## src/rtl/VX_fpu_pkg.sv

```systemverilog
// ---------------------------------------------------------------------------
// VX_fpu_pkg
//   Shared definitions for the per-warp FPU CSR file:
//     - CSR addresses of fflags, frm and fcsr
//     - CSR-instruction operation encodings
//     - the 5-bit exception flag type
//     - request FSM state encoding
//     - helper computing the value a CSR instruction writes back
// ---------------------------------------------------------------------------
package VX_fpu_pkg;

    localparam logic [11:0] CSR_FFLAGS = 12'h001;
    localparam logic [11:0] CSR_FRM    = 12'h002;
    localparam logic [11:0] CSR_FCSR   = 12'h003;

    typedef enum logic [1:0] {
        CSR_OP_RW = 2'd0,
        CSR_OP_RS = 2'd1,
        CSR_OP_RC = 2'd2,
        CSR_OP_RO = 2'd3
    } csr_op_e;

    typedef logic [4:0] fflags_t;

    typedef enum logic [1:0] {
        ST_IDLE = 2'd0,
        ST_WAIT = 2'd1,
        ST_RESP = 2'd2
    } csr_state_e;

    // New CSR value from the old one; read-only returns the old value
    // unchanged, callers suppress the write for that op anyway.
    function automatic logic [7:0] csr_new_value(
        input csr_op_e    op,
        input logic [7:0] old_val,
        input logic [7:0] wdata
    );
        case (op)
            CSR_OP_RW: return wdata;
            CSR_OP_RS: return old_val | wdata;
            CSR_OP_RC: return old_val & ~wdata;
            default:   return old_val;
        endcase
    endfunction

endpackage

```

## src/rtl/VX_fpu_pending_ctr.sv

```systemverilog
// ---------------------------------------------------------------------------
// VX_fpu_pending_ctr
//   Per-warp count of FPU operations in flight. Each FPU block reports issue
//   and retire events with a blocked warp id; block b owns the global warps
//   w with w % NUM_BLOCKS == b, so at most one issue and one retire can hit a
//   given warp per cycle.
//
// Ports
//   i_clk, i_reset       clock, asynchronous active-high reset
//   i_issue_valid/wid    per-block issue strobe and blocked warp id
//   i_retire_valid/wid   per-block retire strobe and blocked warp id
//   o_zero               per-warp flag: no operations in flight
// ---------------------------------------------------------------------------
module VX_fpu_pending_ctr #(
    parameter int NUM_WARPS  = 8,
    parameter int NUM_BLOCKS = 2,
    parameter int PEND_DEPTH = 4,
    parameter int BW         = 2,
    parameter int PW         = $clog2(PEND_DEPTH + 1)
) (
    input  logic                         i_clk,
    input  logic                         i_reset,
    input  logic [NUM_BLOCKS-1:0]        i_issue_valid,
    input  logic [NUM_BLOCKS*BW-1:0]     i_issue_wid,
    input  logic [NUM_BLOCKS-1:0]        i_retire_valid,
    input  logic [NUM_BLOCKS*BW-1:0]     i_retire_wid,
    output logic [NUM_WARPS-1:0]         o_zero
);

    localparam logic [PW-1:0] CNT_MAX = PW'(PEND_DEPTH);

    for (genvar w = 0; w < NUM_WARPS; w++) begin : g_warp
        localparam int            B   = w % NUM_BLOCKS;
        localparam logic [BW-1:0] BLK = BW'(w / NUM_BLOCKS);

        logic          w_inc;
        logic          w_dec;
        logic [PW-1:0] r_count;

        assign w_inc = i_issue_valid[B]  && (i_issue_wid[B*BW +: BW]  == BLK);
        assign w_dec = i_retire_valid[B] && (i_retire_wid[B*BW +: BW] == BLK);

        // Up/down count; simultaneous issue and retire cancel out, and the
        // counter holds at either end instead of wrapping.
        always_ff @(posedge i_clk or posedge i_reset) begin
            if (i_reset) begin
                r_count <= '0;
            end else if (w_inc && !w_dec) begin
                if (r_count != CNT_MAX) begin
                    r_count <= r_count + PW'(1);
                end
            end else if (w_dec && !w_inc) begin
                if (r_count != '0) begin
                    r_count <= r_count - PW'(1);
                end
            end
        end

        // Flag bookkeeping errors from the FPU side: issuing past the queue
        // depth or retiring an operation that was never issued.
        always_ff @(posedge i_clk) begin
            if (!i_reset) begin
                assert (!(w_inc && !w_dec && (r_count == CNT_MAX)))
                    else $error("pending counter overflow on warp %0d", w);
                assert (!(w_dec && !w_inc && (r_count == '0)))
                    else $error("pending counter underflow on warp %0d", w);
            end
        end

        assign o_zero[w] = (r_count == '0);
    end

endmodule

```

## src/rtl/vx_fpu_csr_file.sv

```systemverilog
// ---------------------------------------------------------------------------
// vx_fpu_csr_file
//   Per-warp floating-point CSR file. Holds frm and fflags for every warp,
//   answers combinational frm lookups from the FPU blocks, OR-accumulates
//   exception flags written back by FPU responses and executes CSR
//   instructions on fflags (0x001), frm (0x002) and fcsr (0x003). Accesses
//   touching fflags wait until the warp has no FPU operation in flight and
//   no retire/write-back targets it in the same cycle.
//
// Ports
//   i_clk, i_reset                 clock, asynchronous active-high reset
//   i_fpu_read_wid / o_fpu_read_frm per-block frm lookup (blocked warp id)
//   i_fpu_write_enable/wid/fflags  per-block fflags write-back
//   i_fpu_issue_valid/wid          per-block FPU issue (pending +1)
//   i_fpu_retire_valid/wid         per-block FPU retire (pending -1)
//   i_csr_req_* / o_csr_req_ready  CSR instruction request
//   o_csr_rsp_* / i_csr_rsp_ready  CSR response carrying the old value
// ---------------------------------------------------------------------------
module vx_fpu_csr_file
    import VX_fpu_pkg::*;
#(
    parameter int NUM_WARPS  = 8,
    parameter int NUM_BLOCKS = 2,
    parameter int PEND_DEPTH = 4,
    parameter int NW_WIDTH   = (NUM_WARPS > 1) ? $clog2(NUM_WARPS) : 1,
    parameter int BW         = ((NUM_WARPS / NUM_BLOCKS) > 1) ?
                               $clog2(NUM_WARPS / NUM_BLOCKS) : 1
) (
    input  logic                         i_clk,
    input  logic                         i_reset,

    input  logic [NUM_BLOCKS*BW-1:0]     i_fpu_read_wid,
    output logic [NUM_BLOCKS*3-1:0]      o_fpu_read_frm,

    input  logic [NUM_BLOCKS-1:0]        i_fpu_write_enable,
    input  logic [NUM_BLOCKS*BW-1:0]     i_fpu_write_wid,
    input  logic [NUM_BLOCKS*5-1:0]      i_fpu_write_fflags,

    input  logic [NUM_BLOCKS-1:0]        i_fpu_issue_valid,
    input  logic [NUM_BLOCKS*BW-1:0]     i_fpu_issue_wid,
    input  logic [NUM_BLOCKS-1:0]        i_fpu_retire_valid,
    input  logic [NUM_BLOCKS*BW-1:0]     i_fpu_retire_wid,

    input  logic                         i_csr_req_valid,
    output logic                         o_csr_req_ready,
    input  logic [NW_WIDTH-1:0]          i_csr_req_wid,
    input  logic [11:0]                  i_csr_req_addr,
    input  logic [1:0]                   i_csr_req_op,
    input  logic [7:0]                   i_csr_req_wdata,

    output logic                         o_csr_rsp_valid,
    input  logic                         i_csr_rsp_ready,
    output logic [7:0]                   o_csr_rsp_rdata
);

    localparam int PW = $clog2(PEND_DEPTH + 1);

    logic [2:0]          r_frm    [NUM_WARPS];
    fflags_t             r_fflags [NUM_WARPS];

    csr_state_e          r_state;
    csr_state_e          w_state_next;

    logic [NW_WIDTH-1:0] r_wid;
    logic [11:0]         r_addr;
    csr_op_e             r_op;
    logic [7:0]          r_wdata;
    logic [7:0]          r_rdata;

    logic [NUM_WARPS-1:0] w_zero;
    logic [NUM_WARPS-1:0] w_busy;
    fflags_t              w_wr_flags [NUM_WARPS];

    logic                w_exec;
    logic                w_known;
    logic                w_blocked;
    logic [7:0]          w_old;
    logic [7:0]          w_new;
    logic                w_wen;
    logic                w_wr_fflags;
    logic                w_wr_frm;
    logic [2:0]          w_new_frm;

    VX_fpu_pending_ctr #(
        .NUM_WARPS  (NUM_WARPS),
        .NUM_BLOCKS (NUM_BLOCKS),
        .PEND_DEPTH (PEND_DEPTH),
        .BW         (BW),
        .PW         (PW)
    ) u_pending (
        .i_clk          (i_clk),
        .i_reset        (i_reset),
        .i_issue_valid  (i_fpu_issue_valid),
        .i_issue_wid    (i_fpu_issue_wid),
        .i_retire_valid (i_fpu_retire_valid),
        .i_retire_wid   (i_fpu_retire_wid),
        .o_zero         (w_zero)
    );

    // frm lookup per block: the blocked id plus the block index give the
    // global warp, so the blocks never see each other's warps.
    for (genvar b = 0; b < NUM_BLOCKS; b++) begin : g_read
        logic [NW_WIDTH-1:0] w_rd_gid;
        assign w_rd_gid = NW_WIDTH'(i_fpu_read_wid[b*BW +: BW]) * NW_WIDTH'(NUM_BLOCKS)
                        + NW_WIDTH'(b);
        assign o_fpu_read_frm[b*3 +: 3] = r_frm[w_rd_gid];
    end

    // Per-warp view of this cycle's write-back and retire traffic. A warp is
    // busy for fflags access while anything is in flight or landing now.
    for (genvar w = 0; w < NUM_WARPS; w++) begin : g_warp
        localparam int            B   = w % NUM_BLOCKS;
        localparam logic [BW-1:0] BLK = BW'(w / NUM_BLOCKS);

        logic w_write_hit;
        logic w_retire_hit;

        assign w_write_hit  = i_fpu_write_enable[B] && (i_fpu_write_wid[B*BW +: BW] == BLK);
        assign w_retire_hit = i_fpu_retire_valid[B] && (i_fpu_retire_wid[B*BW +: BW] == BLK);
        assign w_wr_flags[w] = w_write_hit ? i_fpu_write_fflags[B*5 +: 5] : '0;
        assign w_busy[w]     = !w_zero[w] || w_write_hit || w_retire_hit;
    end

    // Old value of the addressed CSR for the latched request; unknown
    // addresses read as zero and are never written.
    always_comb begin
        w_known = 1'b1;
        w_old   = '0;
        case (r_addr)
            CSR_FFLAGS: w_old = {3'b000, r_fflags[r_wid]};
            CSR_FRM:    w_old = {5'b00000, r_frm[r_wid]};
            CSR_FCSR:   w_old = {r_frm[r_wid], r_fflags[r_wid]};
            default:    w_known = 1'b0;
        endcase
    end

    assign w_blocked   = ((r_addr == CSR_FFLAGS) || (r_addr == CSR_FCSR)) && w_busy[r_wid];
    assign w_new       = csr_new_value(r_op, w_old, r_wdata);
    assign w_wen       = w_exec && w_known && (r_op != CSR_OP_RO);
    assign w_wr_fflags = w_wen && ((r_addr == CSR_FFLAGS) || (r_addr == CSR_FCSR));
    assign w_wr_frm    = w_wen && ((r_addr == CSR_FRM) || (r_addr == CSR_FCSR));
    assign w_new_frm   = (r_addr == CSR_FCSR) ? w_new[7:5] : w_new[2:0];

    // Request FSM state register.
    always_ff @(posedge i_clk or posedge i_reset) begin
        if (i_reset) begin
            r_state <= ST_IDLE;
        end else begin
            r_state <= w_state_next;
        end
    end

    // Request FSM next state and handshake outputs.
    always_comb begin
        w_state_next    = r_state;
        o_csr_req_ready = 1'b0;
        o_csr_rsp_valid = 1'b0;
        w_exec          = 1'b0;
        case (r_state)
            ST_IDLE: begin
                o_csr_req_ready = 1'b1;
                if (i_csr_req_valid) begin
                    w_state_next = ST_WAIT;
                end
            end
            ST_WAIT: begin
                if (!w_blocked) begin
                    w_exec       = 1'b1;
                    w_state_next = ST_RESP;
                end
            end
            ST_RESP: begin
                o_csr_rsp_valid = 1'b1;
                if (i_csr_rsp_ready) begin
                    w_state_next = ST_IDLE;
                end
            end
            default: w_state_next = ST_IDLE;
        endcase
    end

    // Request latch and response data; rdata is captured at execute and
    // held until the response is accepted.
    always_ff @(posedge i_clk or posedge i_reset) begin
        if (i_reset) begin
            r_wid   <= '0;
            r_addr  <= '0;
            r_op    <= CSR_OP_RW;
            r_wdata <= '0;
            r_rdata <= '0;
        end else begin
            if ((r_state == ST_IDLE) && i_csr_req_valid) begin
                r_wid   <= i_csr_req_wid;
                r_addr  <= i_csr_req_addr;
                r_op    <= csr_op_e'(i_csr_req_op);
                r_wdata <= i_csr_req_wdata;
            end
            if (w_exec) begin
                r_rdata <= w_old;
            end
        end
    end

    assign o_csr_rsp_rdata = r_rdata;

    // Per-warp CSR state. The CSR write and an FPU flag write-back never hit
    // the same warp in one cycle, so giving the CSR write priority loses
    // nothing.
    always_ff @(posedge i_clk or posedge i_reset) begin
        if (i_reset) begin
            for (int i = 0; i < NUM_WARPS; i++) begin
                r_frm[i]    <= '0;
                r_fflags[i] <= '0;
            end
        end else begin
            for (int i = 0; i < NUM_WARPS; i++) begin
                if (w_wr_fflags && (r_wid == NW_WIDTH'(i))) begin
                    r_fflags[i] <= w_new[4:0];
                end else begin
                    r_fflags[i] <= r_fflags[i] | w_wr_flags[i];
                end
                if (w_wr_frm && (r_wid == NW_WIDTH'(i))) begin
                    r_frm[i] <= w_new_frm;
                end
            end
        end
    end

endmodule

```

## config.mk

```make
export PLATFORM = sky130hd
export DESIGN_NAME = vx_fpu_csr_file
export DESIGN_NICKNAME = d
export VERILOG_FILES = /design/src/rtl/VX_fpu_pkg.sv /design/src/rtl/VX_fpu_pending_ctr.sv /design/src/rtl/vx_fpu_csr_file.sv
export SDC_FILE = /design/constraint.sdc
export NUM_CORES = 1
export LEC_CHECK = 0
export ABC_AREA = 1
export CAP_MARGIN = 25
export CELL_PAD_IN_SITES_DETAIL_PLACEMENT = 1
export CELL_PAD_IN_SITES_GLOBAL_PLACEMENT = 2
export CORE_AREA = 2 2 147 149
export CTS_CLUSTER_SIZE = 24
export DETAILED_ROUTE_END_ITERATION = 12
export DIE_AREA = 0 0 149 151
export PLACE_DENSITY_LB_ADDON = 0.05
export SYNTH_ARGS = -nofsm -noshare
export SYNTH_HDL_FRONTEND = slang
export SYNTH_SLANG_ARGS = --single-unit
```

## constraint.sdc

```tcl
create_clock -name i_clk -period 8.58 [get_ports i_clk]
set_clock_uncertainty 0.15 [all_clocks]
set_input_delay 1.716 -clock i_clk [delete_from_list [all_inputs] [get_ports i_clk]]
set_output_delay 1.716 -clock i_clk [all_outputs]
set_load 0.01 [all_outputs]
```

==> flow_metrics.tcl <==
set metrics [dict create \
    final.setup.tns_ps 0 \
    fin_crit_ps 5162 \
    cts.htree.levels 4 \
    core_mm2 0.02082 \
    cts_setup_buffers 0 \
    layout_commonest_cell "nand2_1" \
    avgRoutedWirePerCell_um 16.27 \
    grt_pass1_vias 6616 \
    crit_path_max_fanout 9 \
    maxSlewViolCount 0 \
    power-per-cell-area_mw_per_mm2 260.4 \
    die_h_um 151 \
    routed_wl_mm 22.16 \
    status "finished clean" \
    clock.fmax_ghz 0.1937 \
    grt_max_degree 70 \
    max_stage_delay_ps 550 \
    drtPass1Iterations 4 \
    area_delta_synth_final_pct 23.04 \
    p_leak_nw 4.159 \
    synthCells 992 \
    hold_buffers 0 \
    io_pins 77 \
    grt-ovfl-total 0 \
    antenna_found_initial 0 \
    num_vias 6495 \
    drc 0 \
    postRouteAntennaNets 0 \
    setup_violations 0 \
    clk_latency_ps 430 \
    timing.rr.start "r_wid[1]" \
    ys_ff_latch 123 \
    relSlewSlack_pct 33.00 \
    critPathRequiredTime_ps 6710 \
    numCtsBuffers 17 \
    synth.distinct_cells 30 \
    cp_slowest_cell "clkdlybuf4s50_1" \
    diodes 0 \
    synth_edf_count 0 \
    nets 1144 \
    row_count 53 \
    design_area_mm2 0.008886 \
    min_path_type "flop to flop" \
    fill_cells 2646 \
    initial_core_util_pct 34.68 \
    fp.dieW_um 149 \
    r2r.worst_path.cells 14 \
    critPathTopFamily "buffers and inverters" \
    cts.sinks 123 \
    drt-initial-drc-count 248 \
    cts_tree "yes" \
    cap_violations 0 \
    avgSynthCellArea_um2 7.280 \
    ctsResizeCount 0 \
    place_area_mm2 0.008274 \
    period_share_pct 60.17 \
    syn-cell-area_mm2 0.007222 \
    ys.flop_type "dfrtp_1" \
    ys_seq_area_share_pct 42.62 \
    drive_gt1_share_pct 7.636 \
    mostFrequentLayoutCells "274 x nand2_1, 140 x inv_1, 123 x nor2_1, 123 x dfrtp_1, 76 x clkdlybuf4s50_1" \
    worst_slew_pin_slew_ps 998.3 \
    rsz0062_at_grt "false" \
    crit_cells 6 \
    cts_root_buf "clkbuf_16" \
    critPathKind "input port to output port" \
    hold_violations 0 \
    cts.reportedPaths.clkPinSlew_ps 60 \
    dpl.hpwl_mm 16.31 \
    endpoint_kind "output port" \
    die-area_mm2 0.02250 \
    clk_path_buf_depth 2 \
    gp_congestion 0.7846 \
    timing.reg2reg.setup_slack_ps 5200 \
    syn-num-nets 1062 \
    startpoint "i_fpu_read_wid[0]" \
    grtUsageTotal_pct 20.94 \
    crit_chain "clkdlybuf4s50_1 -> inv_1 -> o21ai_0 -> a21oi_1 -> a21oi_1 -> clkdlybuf4s50_1" \
    avgViaCountPerCell 4.769 \
    ys_warn_count 0 \
    crit_end "o_fpu_read_frm[2]" \
    synthArstFlopShare_pct 100.0 \
    port_buffers 76 \
    reg2reg_to "r_fflags[14]" \
    cp-start-kind "input port" \
    cp_num_buf_inv 3 \
    hold-path-cell-count 2 \
    crit_arrival_ps 3300 \
    grt_pass1_wl_mm 36.27 \
    peakVddDrop_mv 0.1243 \
]
==> synthesized netlist by cell type, types with 6 or more instances <==
library cell	count	share of area (%)
o22ai_1	19	1.6
clkbuf_1	10	0.52
xor2_1	16	1.9
mux2_2	20	3.1
o21bai_1	24	2.5
nand2_2	6	0.52
nand3_1	73	5.1
a21oi_1	37	2.6
or2_2	8	0.69
o21ai_0	60	4.2
dfrtp_1	123	43
fa_1	8	2.2
inv_1	141	7.3
nor2_1	123	6.4
nand2_1	274	14
nor3_1	16	1.1
==> tightest hold or removal path, cell delays in order, from the launching register on <==
cell	delay, ps
dfrtp_1	350
nand2_1	60
nand2_1	50
==> sequential cells by signal (all words and copies together), names as in the netlist <==
| signal | flops |
|---|---|
| o_csr_rsp_rdata | 8 |
| r_addr | 12 |
| r_fflags | 40 |
| r_frm | 24 |
| r_op | 2 |
| r_state | 2 |
| r_wdata | 8 |
| r_wid | 3 |
| u_pending.g_warp.r_count | 24 |
==> layout make-up <==
class | count | area, µm² | area share, %
Clock buffer | 18 | 439.2 | 4.942
Clock inverter | 14 | 157.7 | 1.774
Inverter | 144 | 543.0 | 6.111
Multi-Input combinational cell | 706 | 3511 | 39.51
Sequential cell | 123 | 3078 | 34.64
Tap cell | 275 | 344.1 | 3.872
Timing Repair Buffer | 82 | 813.3 | 9.152
==> logic make-up (layout without fill, tap and decap cells) <==
logic type                 count (synthesis)  count (layout)  synth area share (%)
AOI/OAI and AO/OA                        150             150                 11.92
xor gates and xnor gates                  16              16                 1.940
adders and majority gates                  9               9                 2.391
buffers and inverters                    163             258                 8.766
DFF                                      123             123                 42.62
muxes                                     20              20                 3.119
and+or+nand+nor                          511             511                 29.24
==> routing by layer <==
layer / global-route usage, % / part of all wire [%] / up-vias
met4: 5.714 / 1.0 / 0
met2: 32.21 / 44 / 82
met1: 30.47 / 53 / 3089
met5: 0 / 0 / -
li1: - / - / 3307
met3: 3.524 / 2.8 / 17
==> per-stage QoR <==
step	utilization, %	setup slack [ps]	cells	total power (W)	hold slack, ps
floorplan	-	3443	992	0.001319	321.0
global placement	39.74	3452	1329	0.001584	325.5
detailed placement	39.74	3389	1329	0.001598	327.2
CTS	42.60	3394	1361	0.002346	344.8
global route	42.68	3253	1362	0.002479	370.0
finish	42.68	3418	1362	0.002314	337.2
==> where the power goes <==
part / internal [W] / leakage [nW] / switching (W)
logic: 0.000250 / 2.61 / 0.000487
clock network: 0.000441 / 0.285 / 0.000296
registers: 0.000712 / 1.26 / 0.000128
==> worst min path at each step <==
stage | startpoint | endpoint | slack [ps]
floorplan | r_fflags[15] | r_fflags[15] | 320
global placement | o_csr_rsp_rdata[6] | o_csr_rsp_rdata[6] | 330
detailed placement | o_csr_rsp_rdata[2] | o_csr_rsp_rdata[2] | 330
CTS | o_csr_rsp_rdata[2] | o_csr_rsp_rdata[2] | 340
global route | o_csr_rsp_rdata[2] | o_csr_rsp_rdata[2] | 370
finish | o_csr_rsp_rdata[2] | o_csr_rsp_rdata[2] | 340
Power figures use the tool's default switching activity.
